**src/rtl/counter_ctrl_pkg.sv**
```systemverilog
// Shared types and default sizes for the counter run controller and its counter datapath.
package counter_ctrl_pkg;

  localparam int unsigned DEF_WIDTH = 4;
  localparam int unsigned DEF_RUNW  = 8;

  typedef enum logic [1:0] {
    ST_IDLE = 2'd0,
    ST_LOAD = 2'd1,
    ST_RUN  = 2'd2,
    ST_DONE = 2'd3
  } ctrl_state_e;

endpackage

```
**src/rtl/counter_run_controller_sync_counter.sv**
```systemverilog
// WIDTH-bit synchronous up-counter with clear and enable; clear wins over enable.
module sync_counter
  import counter_ctrl_pkg::*;
#(
  parameter int unsigned WIDTH = DEF_WIDTH
) (
  input  logic             clock,
  input  logic             reset,
  input  logic             clear_i,
  input  logic             enable_i,
  output logic [WIDTH-1:0] count_o
);

  localparam logic [WIDTH-1:0] ONE = {{(WIDTH-1){1'b0}}, 1'b1};

  logic [WIDTH-1:0] count_q;
  logic [WIDTH-1:0] count_d;

  // next count: clear, step or hold
  always_comb begin
    count_d = count_q;
    if (clear_i) begin
      count_d = {WIDTH{1'b0}};
    end else if (enable_i) begin
      count_d = count_q + ONE;
    end else begin
      count_d = count_q;
    end
  end

  // count register
  always_ff @(posedge clock) begin
    if (reset) begin
      count_q <= {WIDTH{1'b0}};
    end else begin
      count_q <= count_d;
    end
  end

  assign count_o = count_q;

endmodule

```
**src/rtl/counter_run_controller.sv**
```systemverilog
// Run sequencer for a synchronous counter: load, count to a latched limit, pulse done,
// optionally reload; supports pause, abort and a tally of completed runs.
module counter_run_controller
  import counter_ctrl_pkg::*;
#(
  parameter int unsigned WIDTH = DEF_WIDTH,
  parameter int unsigned RUNW  = DEF_RUNW
) (
  input  logic             clock,
  input  logic             reset,
  input  logic             start_i,
  input  logic [WIDTH-1:0] limit_i,
  input  logic             repeat_i,
  input  logic             pause_i,
  input  logic             abort_i,
  output logic [WIDTH-1:0] count_o,
  output logic             busy_o,
  output logic             done_o,
  output logic [RUNW-1:0]  runs_o
);

  localparam logic [RUNW-1:0] RUNS_ONE = {{(RUNW-1){1'b0}}, 1'b1};

  ctrl_state_e      state_q, state_d;
  logic [WIDTH-1:0] limit_q, limit_d;
  logic             repeat_q, repeat_d;
  logic [RUNW-1:0]  runs_q, runs_d;
  logic             busy_q, busy_d;
  logic             done_q, done_d;

  logic [WIDTH-1:0] count_s;
  logic             cnt_clear_s;
  logic             cnt_enable_s;
  logic             at_limit_s;

  sync_counter #(
    .WIDTH (WIDTH)
  ) u_counter (
    .clock    (clock),
    .reset    (reset),
    .clear_i  (cnt_clear_s),
    .enable_i (cnt_enable_s),
    .count_o  (count_s)
  );

  assign at_limit_s = (count_s == limit_q);

  // next-state, counter control, latches and run tally
  always_comb begin
    state_d      = state_q;
    limit_d      = limit_q;
    repeat_d     = repeat_q;
    runs_d       = runs_q;
    cnt_clear_s  = 1'b0;
    cnt_enable_s = 1'b0;
    case (state_q)
      ST_IDLE: begin
        if (start_i && !abort_i) begin
          state_d  = ST_LOAD;
          limit_d  = limit_i;
          repeat_d = repeat_i;
          runs_d   = {RUNW{1'b0}};
        end else begin
          state_d = ST_IDLE;
        end
      end
      ST_LOAD: begin
        cnt_clear_s = 1'b1;
        if (abort_i) begin
          state_d = ST_IDLE;
        end else begin
          state_d = ST_RUN;
        end
      end
      ST_RUN: begin
        // abort outranks terminal detection and pause
        if (abort_i) begin
          state_d     = ST_IDLE;
          cnt_clear_s = 1'b1;
        end else if (at_limit_s) begin
          state_d = ST_DONE;
          runs_d  = runs_q + RUNS_ONE;
        end else if (!pause_i) begin
          cnt_enable_s = 1'b1;
        end else begin
          state_d = ST_RUN;
        end
      end
      ST_DONE: begin
        if (abort_i) begin
          state_d     = ST_IDLE;
          cnt_clear_s = 1'b1;
        end else if (repeat_q) begin
          state_d = ST_LOAD;
        end else begin
          state_d = ST_IDLE;
        end
      end
      default: begin
        state_d     = ST_IDLE;
        cnt_clear_s = 1'b1;
      end
    endcase
    busy_d = (state_d != ST_IDLE);
    done_d = (state_d == ST_DONE);
  end

  // controller registers
  always_ff @(posedge clock) begin
    if (reset) begin
      state_q  <= ST_IDLE;
      limit_q  <= {WIDTH{1'b0}};
      repeat_q <= 1'b0;
      runs_q   <= {RUNW{1'b0}};
      busy_q   <= 1'b0;
      done_q   <= 1'b0;
    end else begin
      state_q  <= state_d;
      limit_q  <= limit_d;
      repeat_q <= repeat_d;
      runs_q   <= runs_d;
      busy_q   <= busy_d;
      done_q   <= done_d;
    end
  end

  assign count_o = count_s;
  assign busy_o  = busy_q;
  assign done_o  = done_q;
  assign runs_o  = runs_q;

endmodule

```
**config.mk**
```make
export PLATFORM = sky130hd
export DESIGN_NAME = counter_run_controller
export DESIGN_NICKNAME = d
export VERILOG_FILES = /design/src/rtl/counter_ctrl_pkg.sv /design/src/rtl/counter_run_controller_sync_counter.sv /design/src/rtl/counter_run_controller.sv
export SDC_FILE = /design/constraint.sdc
export NUM_CORES = 1
export LEC_CHECK = 0
export CAP_MARGIN = 20
export CORE_AREA = 8 8 67 69
export CTS_BUF_LIST = sky130_fd_sc_hd__clkbuf_8
export DETAILED_ROUTE_END_ITERATION = 12
export DIE_AREA = 0 0 75 77
export GPL_TIMING_DRIVEN = 0
export HOLD_SLACK_MARGIN = 0.03
export PLACE_DENSITY = 0.52
export RECOVER_POWER = 100
export SLEW_MARGIN = 20
export SYNTH_ARGS = -nofsm -noshare
export SYNTH_HDL_FRONTEND = slang
export SYNTH_SLANG_ARGS = --single-unit
```
**constraint.sdc**
```tcl
create_clock -name clock -period 3.52 [get_ports clock]
set_clock_uncertainty 0.05 [all_clocks]
set_input_delay 0.528 -clock clock [delete_from_list [all_inputs] [get_ports clock]]
set_output_delay 0.528 -clock clock [all_outputs]
set_load 0.01 [all_outputs]
```
; Word-level counts from Yosys, hierarchy flattened
; Cells that the tools add are included.
[word_totals]
word_cells = 44
regBits = 21
[classes]
eq_ne = 8
reduce_logical = 9
add_sub_neg = 2
mux = 18
[op_table]
columns = op, n
row1 = $mux 8, 3
row2 = $pmux 8 s2, 1
row3 = $add 8x1->8 const B, 1
row4 = $mux 1, 8
row5 = $mux 2, 4
row6 = $pmux 2 s4, 1
row7 = $eq 2x2->1 const B, 3
row8 = $ne 2x2->1 const B, 3
row9 = $add 4x1->4 const B, 1
row10 = $eq 4x4->1, 1
row11 = $reduce_and 4->1, 1
row12 = $reduce_bool 2->1, 2
row13 = $reduce_or 2->1, 2
row14 = $eq 2x1->1 const B, 1
row15 = $logic_not 2->1, 1
row16 = $pmux 1 s2, 1
row17 = $reduce_and 2->1, 1
row18 = $logic_and 1x1->1, 1
row19 = $logic_not 1->1, 1

; Logic depth before layout (Yosys ltp)
[depth]
ltp_word = 5
mapped_depth = 5
depth_no_buf = 5

; Hierarchy
; From an unflattened synthesis, not the netlist that was laid out.
[unflattened]
hier_cells = 112
area_unflattened_um2 = 1036.0
[by_module_without_submodules]
columns = mod, area_each_um2, cells_each, instances, seq_area_each_um2
row1 = counter_run_controller, 858.3, 95, 1, 340.3
row2 = sync_counter, 177.7, 17, 1, 80.1

; Least setup slack after synthesis
; OpenSTA, ideal clock, no wires.
[synth_timing]
path_kind = input-to-reg
from = in abort_i
to = reg runs_q[7], in the netlist runs_o[7]
setup_slack_ps = 1588
t_required_ps = 3345
path_stages = 5
arrival_time_ps = 1757
setup_time_ps = 125
cell_sequence = clkbuf_1 nor4b_2 or2_2 clkbuf_1 a21oi_1
[synth_between]
elab_chain_cells = 4
elab_cells_between_ends = 5
[synth_lines]
columns = element, line
row1 = start: declaration, counter_run_controller.sv:15  ; input logic abort_i,
row2 = $logic_not 1->1, counter_run_controller.sv:58  ; if (start_i && !abort_i) begin
row3 = $logic_and 1x1->1, counter_run_controller.sv:58
row4 = $ne 2x2->1 (no source line), -
row5 = $reduce_and 4->1 (no source line) (*), -
row6 = end signal: assignment, counter_run_controller.sv:114  ; runs_q <= {RUNW{1'b0}};
row7 = end signal: assignment, counter_run_controller.sv:121  ; runs_q <= runs_d;
row8 = end: declaration, counter_run_controller.sv:27  ; logic [RUNW-1:0] runs_q, runs_d;
; Mark *: on every way between the ends. The rest lies on a longest branch, timed or not.
; A chain may end at the register's enable or synchronous reset.

; Worst setup path after layout
[layout_timing]
from = in start_i
to = reg runs_q[7], in the netlist runs_o[7]
[layout_between]
elab_chain_cells = 3
[layout_lines]
columns = element, line
row1 = start: declaration, counter_run_controller.sv:11  ; input logic start_i,
row2 = $logic_and 1x1->1, counter_run_controller.sv:58
row3 = $ne 2x2->1 (no source line), -
row4 = $reduce_and 4->1 (no source line), -
; No other way between the ends.

==> results.py <==
metrics = {
    "status": {
        "status": "finished clean",
    },
    "cts": {
        "cts_buffer_depth": 2,
        "numCtsBuffers": 3,
        "cts_tree": "done",
        "root_buffer": "clkbuf_8",
        "cts_setup_buffers": 0,
        "cts_hold_buf": 0,
        "cts-resized-gates": 0,
        "clk_pin_slew_ns": 0.07,
        "cts_sinks": 21,
        "cts_max_level": 1,
        "clk_latency_ns": 0.26,
    },
    "worst_setup_path": {
        "crit_type": "in2reg",
        "cp_slowest_cell": "nor4b_2",
        "reg2reg_slack_ns": 1.42,
        "cp.required_ns": 3.61,
        "startpoint_type": "input pin",
        "critPathMaxStageDelay_ns": 0.79,
        "cp_max_fo": 8,
        "crit_path_end_kind": "flop",
        "crit_path_cell_trace": "dlygate4sd3_1 > nor4b_2 > or2_2 > clkbuf_1 > a21oi_1",
        "arrival_ns": 2.42,
    },
    "global_routing": {
        "grt_use_total_pct": 8.25,
        "grt_pass1_wl_mm": 3.91,
        "grt_max_degree": 14,
        "grt_pass1_vias": 896,
        "antenna_found_initial": 0,
        "grt.overflow.total": 0,
    },
    "synthesis": {
        "ys_types": 31,
        "yosys_warnings": 0,
        "synth_flop_cell": "dfxtp_1",
        "yosysTopAreaCell": "dfxtp_1",
        "avgSynthCellArea_um2": 8.93,
        "synthArstFlopShare_pct": 0,
        "synthCells": 111,
        "syn_area_um2": 991,
        "synth.area.top_cells": "dfxtp_1 42%, mux2i_1 5.1%, a21oi_1 4.5%",
        "ys_ff_latch": 21,
        "synth_seq_area_share_pct": 42.4,
        "yosysMostFrequentCell": "dfxtp_1",
        "synth.top_cells.by_count": "21 x dfxtp_1, 10 x nor2_1, 9 x a21oi_1, 7 x o21ai_0, 6 x nand2_1",
        "synth_edf_count": 0,
        "postSynthNetCount": 123,
        "synth.top_cell.area_share_pct": 42.4,
    },
    "floorplan": {
        "start_util_pct": 28.3,
        "fp.dieH_um": 77,
        "core_um2": 3500,
        "ios": 24,
        "dieArea_um2": 5780,
        "die_x_um": 75,
        "rows": 22,
    },
    "timing": {
        "worst_slew_pin_slew_ns": 1.03,
        "max_freq_mhz": 430,
        "finalMaxSlewViolations": 0,
        "rsz0062_at_grt": "no",
        "finalHoldViolCount": 0,
        "fin_crit_sh_pct": 66.1,
        "fin_crit_ns": 2.33,
        "max-slew-margin-rel_pct": 30.5,
        "setup_viol": 0,
        "finalSetupTns_ns": 0,
        "whs_ns": 0.448,
    },
    "detailed_routing": {
        "drtPass1Iterations": 4,
        "vias_per_cell": 4.82,
        "wirelength_mm": 2.21,
        "ant_nets": 0,
        "routedWlPerCell_um": 12.0,
        "vias": 892,
        "drtIter0Drc": 53,
        "drcViolationCount": 0,
    },
    "finish": {
        "final-seq-area_um2": 420,
        "fin_nets": 150,
        "final_cells": 185,
        "drive_gt1_share_pct": 7.30,
        "diodes": 0,
        "nFillCells": 369,
        "multi_input_area_um2": 532,
        "areaGrowthSynthToFinish_pct": 32.8,
    },
    "min_path": {
        "hp-class": "reg2reg",
    },
    "place": {
        "gp_congestion": 0.765,
        "placed_cells": 181,
        "hpwl_mm": 1.73,
        "io_buffers": 22,
    },
    "flow_run": {
        "cap_violations": 0,
    },
    "pwr": {
        "cellPowerDensity_nw_per_um2": 343,
        "vdd.ir_drop.worst_mv": 0.187,
        "leakage_nw": 0.503,
    },
}
## sequential cells by signal (all words and copies together) (netlist names)
signal	cells
state_q	2
repeat_q	1
done_o	1
u_counter.count_o	4
busy_o	1
runs_o	8
limit_q	4
## final timing paths
check                  start         to  cells after the start
setup / recovery     start_i  runs_o[7]                      5
hold / removal     runs_o[6]  runs_o[6]                      2
setup reg to reg  state_q[0]  runs_o[7]                      5
hold reg to reg    runs_o[6]  runs_o[6]                      2
## routing by layer
layer  part of all wire (%)  up-vias  track usage, %
met5                      0        -               0
met4                    1.0        0            2.94
met3                    7.6        4            2.86
met2                     44       24            12.8
met1                     47      409            10.1
li1                       -      455               -
## critical path, delay by kind of cell
kind,cells,cell delay [ns]
compound gates,1,0.07
buf+inv,2,0.79
simple gates,2,1.03
## stage by stage
stage	util, %	power [mW]	setup slack [ns]	cell area, µm²
6_report	37.7	0.452	1.19	1320
3_5_place_dp	36.4	0.300	0.963	1270
2_1_floorplan	-	0.281	1.59	991
4_1_cts	37.8	0.460	1.21	1320
5_1_grt	37.7	0.473	1.04	1320
3_3_place_gp	36.4	0.299	1.00	1270
## final cells by class
class                      count  share of cell area, %
multi-input combinational     82                   40.4
sequential                    21                   31.9
timing repair buffer          22                   16.7
tap                           48                   4.56
clock buffer                   3                   3.14
buffer                         6                   2.09
clock inverter                 1                  0.570
inverter                       2                  0.570
## logic make-up after synthesis
group	Yosys count	synth area share [%]
buffers and inverters	8	3.53
XOR/XNOR	6	5.30
adder cells (fa/ha/maj)	2	2.52
multiplexers	6	6.19
AND/OR/NAND/NOR	44	25.5
flip-flops	21	42.4
AO/OA/AOI/OAI	24	14.5
## cells in the final DEF (no fill, tap or decap), types with 4 or more instances in the layout
master            n
mux2i_1           5
dfxtp_1          21
or4_1             4
o21ai_0           7
nor2_1           10
clkbuf_1          4
a21oi_1           9
dlygate4sd3_1    17
nand3_1           4
or3_1             5
xor2_1            5
clkdlybuf4s50_1   5
nand2_1           6
## report_power, final
part           internal (mW)  switching [mW]  leakage, nW  total [mW]
clock                 0.0799          0.0806       0.0217       0.160
sequential             0.242         0.00260        0.170       0.244
combinational         0.0221          0.0249        0.311      0.0471
total                  0.344           0.108        0.503       0.452
No activity file was read; power rests on OpenSTA's default activity.
==> variant: new RTL, config.mk and constraints unchanged <==
The package constant `DEF_WIDTH` goes from 4 to 6.
--- a/src/rtl/counter_ctrl_pkg.sv
+++ b/src/rtl/counter_ctrl_pkg.sv
@@ -1,7 +1,7 @@
 // Shared types and default sizes for the counter run controller and its counter datapath.
 package counter_ctrl_pkg;
 
-  localparam int unsigned DEF_WIDTH = 4;
+  localparam int unsigned DEF_WIDTH = 6;
   localparam int unsigned DEF_RUNW  = 8;
 
   typedef enum logic [1:0] {
Interface: changed (resized count_o and limit_i); port bits go from 24 to 28. The function was not compared with the original's and may differ.
==> variant against the unedited design <==
- worst setup slack lost 330 ps
- sequential power grew 20%
- non-clock buffer count grew 5
- sequential share of layout area grew 0.53 points
- power grew 16%
- sequential cell count grew 4
- cell area grew 17%
- wire length grew 13%
- critical path depth grew 2
- area after synthesis grew 20%
- critical endpoint is now runs_o[4]
- largest power group unchanged
==> variant: results (changes against the unedited design) <==
* Status: finished, final reports clean (unchanged)
* Clock slew seen by the registers of the worst setup and hold paths at 90 ps (was 70 ps)
* Routing usage on met3 at 3.25% (was 2.86%)
* Highest ir drop seen on vdd at 0.136 mV (was 0.187 mV)
* Library cells used by synthesis at 33 (was 31)
* Switching portion of total power at 24.2% (was 23.9%)
* Global-route wire length before repair at 4.50 mm (was 3.91 mm)
* Slowest stage cell on the critical path: sky130_fd_sc_hd__dlygate4sd3_1 (was sky130_fd_sc_hd__nor4b_2)
* Met1 layer wirelength in the final routing at 1.10 mm (was 1.04 mm)
* Seq. pwr at 0.292 mW (was 0.244 mW)
* Met2 Routed Length at 1.22 mm (was 984 um)
* Post-Syn Nets at 139 (was 123)
* R2R Path Start: state_q[1] (was state_q[0])
* Met1 demand-to-capacity share in global routing at 10.5% (was 10.1%)
* First element of the critical path: abort_i (was start_i)
* Buffers added on ports at 27 (was 22)
* Fill cell total of the finished layout at 378 (was 369)
* Routed length per placed instance at 12.3 um (was 12.0 um)
* Family with the most delay on the worst path: buffers and inverters (was simple AND/OR/NAND/NOR gates)
* Met2 Usage GRT at 16.4% (was 12.8%)
* Cell area after placement at 0.00152 sq mm (was 0.00127 sq mm)
* Worst Max-Slew Pin Slew at 631 ps (was 1030 ps)
* Xor/xnor cell area share of the yosys netlist at 9.60% (was 5.30%)
* Post-layout nets at 171 (was 150)
* Max incr delay on CP at 620 ps (was 790 ps)
* Largest net degree at the start of global routing at 17 (was 14)
* Fraction of the mapped netlist area in compound gates at 10.4% (was 14.5%)
* Proportion of layout cells with a drive suffix above 1 at 7.05% (was 7.30%)
* Sequential cell area fraction in the yosys report at 42.2% (was 42.4%)
* GRT Overall Usage at 9.50% (was 8.25%)
* Routed met3 length at 182 um (was 168 um)
* Critical path peak fanout at 10 (was 8)
## variant: cell count changes after synthesis, moves of 3 or more
cell                       before  now
sky130_fd_sc_hd__mux2i_1        5   10
sky130_fd_sc_hd__o31ai_1        3    0
sky130_fd_sc_hd__nor2_1        10   18
sky130_fd_sc_hd__nand2_1        6    2
sky130_fd_sc_hd__dfxtp_1       21   25
sky130_fd_sc_hd__a21oi_1        9    6
sky130_fd_sc_hd__a211oi_1       0    4
sky130_fd_sc_hd__xor2_1         5    8
sky130_fd_sc_hd__or4_1          3    0
sky130_fd_sc_hd__xnor2_1        1    5
sky130_fd_sc_hd__o21ai_0        7    4
## variant: cell type report
cell class | count | area [sq um] | area share, %
well taps | 48 | 60.1 | 3.90
clock buffers | 3 | 41.3 | 2.68
flip-flops and latches | 25 | 500 | 32.5
inverters | 2 | 7.51 | 0.487
repair buffers | 27 | 270 | 17.5
clock inverters | 1 | 8.76 | 0.568
plain buffers | 6 | 30.0 | 1.95
multi-input cells | 92 | 623 | 40.4
## variant: worst register-to-register path, stage by stage, from the launching register on
cell	delay, ps
sky130_fd_sc_hd__dfxtp_1	310
sky130_fd_sc_hd__clkbuf_1	170
sky130_fd_sc_hd__nor4b_1	320
sky130_fd_sc_hd__clkbuf_1	530
sky130_fd_sc_hd__a31oi_1	200
sky130_fd_sc_hd__buf_6	210
sky130_fd_sc_hd__or3_1	340
sky130_fd_sc_hd__a21oi_1	130
## variant: stage by stage
step	total power, mW	std cells	util [%]	hold slack, ps	setup WS [ps]
global placement	0.358	200	43.4	434	1020
floorplan	0.335	125	-	430	1630
finish	0.526	204	44.1	457	867
detailed placement	0.359	200	43.4	453	994
CTS	0.539	204	44.8	467	1280
global route	0.554	204	44.1	512	683
